File: config.mk
export PLATFORM = sky130hd
export DESIGN_NAME = fetch_arbiter
export DESIGN_NICKNAME = d
export VERILOG_FILES = /design/src/rtl/nn_fetch_pkg.sv /design/src/rtl/fetch_rr_picker.sv /design/src/rtl/fetch_arbiter.sv
export SDC_FILE = /design/constraint.sdc
export NUM_CORES = 1
export LEC_CHECK = 0
export BUFFER_PORTS_ARGS = -buffer_cell sky130_fd_sc_hd__buf_2
export CAP_MARGIN = 10
export CORE_ASPECT_RATIO = 0.8
export CORE_MARGIN = 2
export CORE_UTILIZATION = 30
export CTS_CLUSTER_DIAMETER = 150
export DETAILED_ROUTE_END_ITERATION = 8
export GPL_ROUTABILITY_DRIVEN = 0
export HOLD_SLACK_MARGIN = 0.02
export PLACE_DENSITY_LB_ADDON = 0.25
export SYNTH_ARGS = -nofsm -noshare
export SYNTH_HDL_FRONTEND = slang
export SYNTH_HIERARCHICAL = 1
export SYNTH_SLANG_ARGS = --single-unit
File: constraint.sdc
create_clock -name clk -period 2.4 [get_ports clk]
set_input_delay 0.12 -clock clk [delete_from_list [all_inputs] [get_ports clk]]
set_output_delay 0.12 -clock clk [all_outputs]
set_load 0.05 [all_outputs]
File: src/rtl/nn_fetch_pkg.sv
// Shared defaults, FSM encoding and requester slot numbers for the fetch arbiter.
package nn_fetch_pkg;

  localparam int N_REQ_DEF = 4;
  localparam int AW_DEF    = 16;
  localparam int DW_DEF    = 16;
  localparam int LW_DEF    = 8;

  localparam int REQ_PIXEL    = 0;
  localparam int REQ_L0_PARAM = 1;
  localparam int REQ_L1_VALUE = 2;
  localparam int REQ_L1_PARAM = 3;

  typedef enum logic [1:0] {
    ST_IDLE  = 2'd0,
    ST_ISSUE = 2'd1,
    ST_DRAIN = 2'd2
  } fetch_state_e;

endpackage

File: src/rtl/fetch_rr_picker.sv
// Rotating-priority picker: first set req bit at or after ptr wins.
// Fixed priority is the same search with ptr held at 0.
module fetch_rr_picker #(
  parameter int N  = 4,
  parameter int PW = 2
)(
  input  logic [N-1:0]  req,
  input  logic [PW-1:0] ptr,
  output logic [N-1:0]  oh,
  output logic [PW-1:0] idx,
  output logic          any
);
  always_comb begin
    int j;
    oh  = '0;
    idx = '0;
    any = 1'b0;
    for (int k = 0; k < N; k++) begin
      j = int'(ptr) + k;
      if (j >= N) j = j - N;
      if (!any && req[j]) begin
        any   = 1'b1;
        oh[j] = 1'b1;
        idx   = PW'(j);
      end
    end
  end
endmodule

File: src/rtl/fetch_arbiter.sv
// Burst fetch arbiter: grants one requester, streams its reads to memory, returns data.
// Define FETCH_ARB_RR_EN for round-robin; default build is fixed lowest-index priority.
module fetch_arbiter
  import nn_fetch_pkg::*;
#(
  parameter int N_REQ  = N_REQ_DEF,
  parameter int AW     = AW_DEF,
  parameter int DW     = DW_DEF,
  parameter int LW     = LW_DEF,
  parameter int RD_LAT = 2
)(
  input  logic               clk,
  input  logic               reset,
  input  logic [N_REQ-1:0]    req,
  input  logic [N_REQ*AW-1:0] req_addr,
  input  logic [N_REQ*LW-1:0] req_len,
  output logic [N_REQ-1:0]    gnt,
  output logic               mem_en,
  output logic [AW-1:0]      mem_addr,
  input  logic [DW-1:0]      mem_rdata,
  output logic [DW-1:0]      rd_data,
  output logic [N_REQ-1:0]    rd_valid,
  output logic [N_REQ-1:0]    done,
  output logic               busy
);
  localparam int PW = (N_REQ > 1) ? $clog2(N_REQ) : 1;

  fetch_state_e     state_q;
  logic [N_REQ-1:0] gnt_q, pick_oh;
  logic [PW-1:0]    ptr, pick_idx;
  logic             pick_any;
  logic [AW-1:0]    addr_q;
  logic [LW-1:0]    rem_q, pick_len;
  logic             mem_en_q;
  logic [DW-1:0]    rd_data_q;
  logic [RD_LAT:1]  vld_pipe_q, last_pipe_q;
  logic [RD_LAT:0]  vld_all, last_all;

  fetch_rr_picker #(.N(N_REQ), .PW(PW)) u_pick (
    .req (req),
    .ptr (ptr),
    .oh  (pick_oh),
    .idx (pick_idx),
    .any (pick_any)
  );

`ifdef FETCH_ARB_RR_EN
  logic [PW-1:0] ptr_q;
  always_ff @(posedge clk) begin
    if (reset)
      ptr_q <= '0;
    else if (state_q == ST_IDLE && pick_any)
      ptr_q <= (int'(pick_idx) == N_REQ - 1) ? '0 : pick_idx + PW'(1);
  end
  assign ptr = ptr_q;
`else
  assign ptr = '0;
`endif

  assign pick_len = req_len[pick_idx*LW +: LW];

  // Burst FSM; rem_q counts reads still to issue, including the one on the bus.
  always_ff @(posedge clk) begin
    if (reset) begin
      state_q  <= ST_IDLE;
      gnt_q    <= '0;
      mem_en_q <= 1'b0;
      addr_q   <= '0;
      rem_q    <= '0;
    end else begin
      case (state_q)
        ST_IDLE: if (pick_any) begin
          gnt_q    <= pick_oh;
          addr_q   <= req_addr[pick_idx*AW +: AW];
          rem_q    <= (pick_len == '0) ? LW'(1) : pick_len;
          mem_en_q <= 1'b1;
          state_q  <= ST_ISSUE;
        end
        ST_ISSUE: if (rem_q == LW'(1)) begin
          mem_en_q <= 1'b0;
          state_q  <= ST_DRAIN;
        end else begin
          rem_q  <= rem_q - LW'(1);
          addr_q <= addr_q + AW'(1);
        end
        ST_DRAIN: if (last_pipe_q[RD_LAT]) begin
          gnt_q   <= '0;
          state_q <= ST_IDLE;
        end
        default: state_q <= ST_IDLE;
      endcase
    end
  end

  // Stage k of the pipe holds reads issued k cycles ago; stage 0 is the live issue.
  assign vld_all  = {vld_pipe_q, mem_en_q};
  assign last_all = {last_pipe_q, mem_en_q && (rem_q == LW'(1))};

  always_ff @(posedge clk) begin
    if (reset) begin
      vld_pipe_q  <= '0;
      last_pipe_q <= '0;
      rd_data_q   <= '0;
    end else begin
      for (int k = RD_LAT; k >= 1; k--) begin
        vld_pipe_q[k]  <= vld_all[k-1];
        last_pipe_q[k] <= last_all[k-1];
      end
      if (vld_all[RD_LAT-1]) rd_data_q <= mem_rdata;
    end
  end

  assign gnt      = gnt_q;
  assign mem_en   = mem_en_q;
  assign mem_addr = addr_q;
  assign rd_data  = rd_data_q;
  assign rd_valid = vld_pipe_q[RD_LAT]  ? gnt_q : '0;
  assign done     = last_pipe_q[RD_LAT] ? gnt_q : '0;
  assign busy     = (state_q != ST_IDLE);

endmodule
==> results of run 1 <==
==> area by class of cell <==
class	count	area (um^2)	area share [%]
multi-input combinational	316	2490	48.8
tap	148	185	3.63
inverter	8	30.0	0.589
clock buffer	7	153	2.99
timing repair buffer	206	1210	23.8
clock inverter	1	7.51	0.147
sequential	51	1020	20.0
==> where the power goes <==
| part | internal (mW) | switching (mW) |
|---|---|---|
| Combinational | 0.696 | 0.902 |
| Clock | 0.444 | 0.305 |
| Sequential | 0.960 | 0.154 |
| Total | 2.10 | 1.36 |
==> critical path: cells and delay by family <==
kind	cells	cell delay (ns)
buffers and inverters	4	0.47
muxes	2	1.03
and+or+nand+nor	2	0.37
AOI/OAI and AO/OA	3	0.60
==> cell usage in the layout (no fill, tap or decap), drive strengths merged, types with 7 or more instances in the layout <==
| cell type | n |
|---|---|
| nand3 | 10 |
| conb | 15 |
| inv | 8 |
| and2 | 10 |
| a22oi | 8 |
| mux2i | 18 |
| buf | 206 |
| dfxtp | 51 |
| a21oi | 24 |
| ha | 11 |
| o21ai | 24 |
| mux4 | 28 |
| clkbuf | 7 |
| o31ai | 7 |
| nand2 | 49 |
| nor2 | 37 |
==> stage by stage <==
stage,power [mW],setup TNS [ns],hold WS (ns),setup WS (ns)
2_1_floorplan,2.16,-0.0548,0.199,-0.0548
3_3_place_gp,2.61,-3.23,0.362,-0.274
3_5_place_dp,2.63,-5.29,0.366,-0.388
4_1_cts,3.39,0,0.0660,0.00972
5_1_grt,3.66,-0.209,0.0789,-0.123
6_report,3.46,0,0.0714,0.00575
==> repair_timing <==
| item | in CTS | in global routing |
|---|---|---|
| resized for setup | 1 | 22 |
| gates cloned | 0 | 1 |
| endpoints found under the setup margin | 3 | 5 |
| pin swaps | 0 | 11 |
| buffers inserted | 0 | 9 |
==> flip-flops by register name, indices dropped and copies added, names as in the netlist <==
register,flops
vld_pipe_q,2
state_q,2
mem_en,1
rd_data,16
rem_q,8
mem_addr,16
last_pipe_q,2
gnt,4
==> logic make-up after synthesis <==
family                   after synthesis  synth area share [%]
flip-flops                            51                  28.2
multiplexers                          48                  24.4
adder cells (fa/ha/maj)               11                  3.80
other                                  1                 0.104
buffers and inverters                 38                  5.60
AO/OA/AOI/OAI                         98                  17.7
AND/OR/NAND/NOR                      143                  20.2
==> final timing paths <==
kind	cells past startpoint	startpoint	to
max	11	req[2]	rem_q[0]$_SDFFE_PP0P_
min	3	mem_rdata[4]	rd_data[4]$_SDFFE_PP0P_
max reg2reg	8	rem_q[1]$_SDFFE_PP0P_	mem_addr[8]$_SDFFE_PP0P_
min reg2reg	1	last_pipe_q[1]$_SDFF_PP0_	last_pipe_q[2]$_SDFF_PP0_
==> metal layers <==
| layer | wire length (um) | part of all wire (%) |
|---|---|---|
| met1 | 5250 | 47 |
| met2 | 5110 | 46 |
| met3 | 653 | 5.8 |
| met4 | 160 | 1.4 |
| met5 | 0 | 0 |
==> reports/metrics.csv, run 1 <==
metric;value;unit
WP data required;2.61;ns
global route hottest layer;met2;
cell accounting for the most synthesized area;dfxtp_1;
first-pass GRT wire length;16500;um
met3 Use GR;2.04;%
Final period util;99.8;%
Critical Path AT;2.60;ns
Clock Pin Slew Worst Setup and Hold Paths;0.07;ns
Core Area;0.0116;mm^2
met2 Track Usage GR;25.6;%
share of cells above drive strength 1;44.7;%
HPWL after DPL;8550;um
worst hold path type;input pin to flop;
critical path launch point type;input pin;
Fillers;1158;
Final Instance Area;0.00510;mm^2
top-area cell type share of the netlist area;28.2;%
Tmin final;2.39;ns
Setup crit end kind;flop;
initial antenna violation count;0;
Rows;35;
CTS tree;built;
met1 global-route usage;22.5;%
RSZ-0062 raised after global routing;true;
final WL;11200;um
net total in the final layout;717;
Slowest cell on crit path;mux4_2;
H-tree depth;2;
Leak;2.30;nW
Fin Clk Skew;0.00382;ns
antenna-violating nets left;0;
count of non-filler cells in the finished layout;737;
ys async rst share;0;%
Placed Cells;719;
# hold bufs at CTS;0;
Post-Synthesis Cells;390;
chip height;102;um
status;finished, final reports clean;
width of the die;127;um
EDFF count, synth;0;
Pwr Density;678;mW/mm^2
dominant synthesized flop cell;dfxtp_1;
Crit Path Class;input pin to flop;
Placed Area;0.00482;mm^2
fin. max-slew vios;0;
Starting Density;31.1;%
#FFs+latches synth;51;
vias in the first global route;3341;
total iterations of the first detailed-routing run;5;
Max VDD drop;260;uV
post-synthesis cell type count;55;
commonest cells in the netlist;dfxtp_1, nand2_1, nor2_1;
ANT cells;0;
DRC;0;
Worst Max-Slew Pin Slew;0.868;ns
Cell Area, Synth;0.00362;mm^2
Fin. Hold Viols;0;
most used cell, CP;mux4_2;
final core occ;43.8;%
clock buffer depth;2;
buffers added on ports;163;
Total GRT Usage;15.8;%
Worst path max stage delay;0.54;ns
CTS Buf Count;5;
Synthesis Warnings;6;
Clock Latency Late Sink;0.29;ns
initial DRC count;161;
part of the Yosys area used for sequential elements;28.2;%
clk sinks;51;
Root Buffer;clkbuf_16;
Rel. slew slack;42.1;%
top-count cell post-synth;dfxtp_1;
Area growth syn-to-layout;41.0;%
DIE AREA;0.0130;mm^2
maxcap violations;0;
Vias;3709;
Mean Syn Cell Area;9.28;um^2
routed len/inst;15.2;um
IO Pins;164;
worst-path fanout max;6;
Cell Chain, Critical Path;buf_6 -> mux4_2 -> inv_2 -> a21oi_2 -> o31ai_4 -> buf_12 -> buf_8 -> mux4_2 -> nor4_2 -> nand2_1 -> a221oi_2;
flop2flop setup slack;0.27;ns
top post-synthesis cells by area;dfxtp_1, mux4_1, mux4_2;
post-DR vias/cell;5.03;
final setup fails;0;
gr ovfl total;0;
largest net degree at the start of global routing;54;
top achievable clock speed;418;MHz
(Power assumes the default switching activity.)
==> run 2, diff against run 1 <==
--- a/config.mk
+++ b/config.mk
@@ -15,6 +15,7 @@
 export GPL_ROUTABILITY_DRIVEN = 0
 export HOLD_SLACK_MARGIN = 0.02
 export PLACE_DENSITY_LB_ADDON = 0.25
+export RECOVER_POWER = 100
 export SYNTH_ARGS = -nofsm -noshare
 export SYNTH_HDL_FRONTEND = slang
 export SYNTH_HIERARCHICAL = 1
==> run 2 against run 1 <==
Maximum frequency is 0.20% lower. Die area unchanged. Setup slack got worse by 0.0048 ns. Sequential share of layout area grew 0.23 points. Critical path type unchanged. Largest power group unchanged.
==> reports/metrics.csv, run 2 (synthesized netlist as in run 1, its figures left out) <==
metric;value;unit
HPWL after DPL;8550;um
gr ovfl total;0;
IO Pins;164;
Fin. Hold Viols;0;
routed len/inst;15.2;um
Worst Max-Slew Pin Slew;1.32;ns
most common cell after layout, fill and taps aside;buf_2;
Clock Latency Late Sink;0.29;ns
Slowest cell on crit path;mux4_2;
first-pass GRT wire length;16500;um
multi-input logic area;0.00249;mm^2
Buf+Inv Stages, Crit Path;4;
Final period util;100;%
most used cell, CP;mux4_2;
critical path launch point type;input pin;
chip height;102;um
Top delay family on crit path;multiplexers;
share of cells above drive strength 1;36.7;%
antenna-violating nets left;0;
WP data required;2.61;ns
TNS Setup;0;ns
Vias;3685;
Worst path max stage delay;0.54;ns
Area growth syn-to-layout;39.4;%
buffers added on ports;163;
Leak;2.11;nW
top achievable clock speed;417;MHz
Setup crit end kind;flop;
final setup fails;0;
width of the die;127;um
net total in the final layout;717;
largest net degree at the start of global routing;54;
worst-path fanout max;6;
most frequent cells in the layout;buf_2, dfxtp_1, clkbuf_1;
Critical Path AT;2.60;ns
maxcap violations;0;
CTS tree;built;
Fillers;1177;
vias in the first global route;3341;
Total GRT Usage;15.8;%
Starting Density;31.1;%
DRC;0;
status;finished, final reports clean;
initial antenna violation count;0;
Pwr Density;682;mW/mm^2
CTS Buf Count;5;
worst hold path type;input pin to flop;
Rows;35;
Root Buffer;clkbuf_16;
Clock Pin Slew Worst Setup and Hold Paths;0.07;ns
Fin Clk Skew;0.00364;ns
final WL;11200;um
Tmin final;2.40;ns
post-DR vias/cell;5.00;
Cell Chain, Critical Path;buf_6 -> mux4_2 -> inv_2 -> a21oi_2 -> o31ai_4 -> buf_12 -> buf_8 -> mux4_2 -> nor4_2 -> nand2_1 -> a221oi_2;
Core Area;0.0116;mm^2
# hold bufs at CTS;0;
clock buffer depth;2;
initial DRC count;193;
fin. max-slew vios;0;
Rel. slew slack;12.1;%
H-tree depth;2;
total iterations of the first detailed-routing run;4;
ANT cells;0;
Max VDD drop;260;uV
RSZ-0062 raised after global routing;true;
Crit Path Class;input pin to flop;
Placement Setup Slack;-0.388;ns
DIE AREA;0.0130;mm^2
Register Area;0.00102;mm^2
clk sinks;51;
final worst slack;0.000996;ns
-- run 2: changes by cell type in the layout (fill, tap and decap cells not counted), sizes merged --
cell	change
buf	-47
clkbuf	+47
-- run 2: area by class of cell --
type                    count  share of cell area [%]
clock buffers               7                    3.03
clock inverters             1                   0.149
inverters                   8                   0.595
multi-input cells         316                    49.4
flip-flops and latches     51                    20.2
well taps                 148                    3.67
repair buffers            206                    22.9
-- run 2: power by group --
group	total (mW)	switching [mW]	leakage [nW]	internal, mW
registers	1.11	0.154	0.419	0.960
clock network	0.750	0.306	0.0761	0.444
logic	1.58	0.902	1.62	0.675
total	3.44	1.36	2.11	2.08
-- run 2: what timing repair did --
action / 4_1_cts / 5_1_grt
endpoints found under the setup margin: 3 / 5
pin swaps: 0 / 11
gates resized for setup: 1 / 22
setup buffers: 0 / 9
cloned: 0 / 1
-- run 2: path summary, 6_finish.rpt --
kind,to,depth (start not counted),startpoint,slack (ns)
setup / recovery,rem_q[0]$_SDFFE_PP0P_,11,req[2],0.001
hold / removal,rd_data[4]$_SDFFE_PP0P_,3,mem_rdata[4],0.07
setup reg to reg,mem_addr[8]$_SDFFE_PP0P_,8,rem_q[1]$_SDFFE_PP0P_,0.27
hold reg to reg,last_pipe_q[2]$_SDFF_PP0_,1,last_pipe_q[1]$_SDFF_PP0_,0.44
-- run 2: worst min-delay path, delay by kind of cell --
family / cells / cell delay [ns]
and+or+nand+nor: 1 / 0.07
muxes: 1 / 0.05
buffers and inverters: 1 / 0.07
-- run 2: layer usage --
layer,track usage [%],routed length (um),up-vias
met5,0,0,-
met4,3.89,160,0
met3,2.04,652,10
met2,25.6,5120,165
met1,22.5,5240,1660
li1,-,-,1850
-- run 2: metrics by stage --
stage	utilization [%]	power [mW]	area [um^2]	hold WS [ns]	cells
after global placement	41.4	2.61	4820	0.362	719
final	43.3	3.44	5040	0.0714	737
after detailed placement	41.4	2.63	4820	0.366	719
after floorplan	-	2.16	3690	0.199	404
after CTS	42.7	3.39	4980	0.0660	727
after global routing	43.3	3.64	5040	0.0791	737
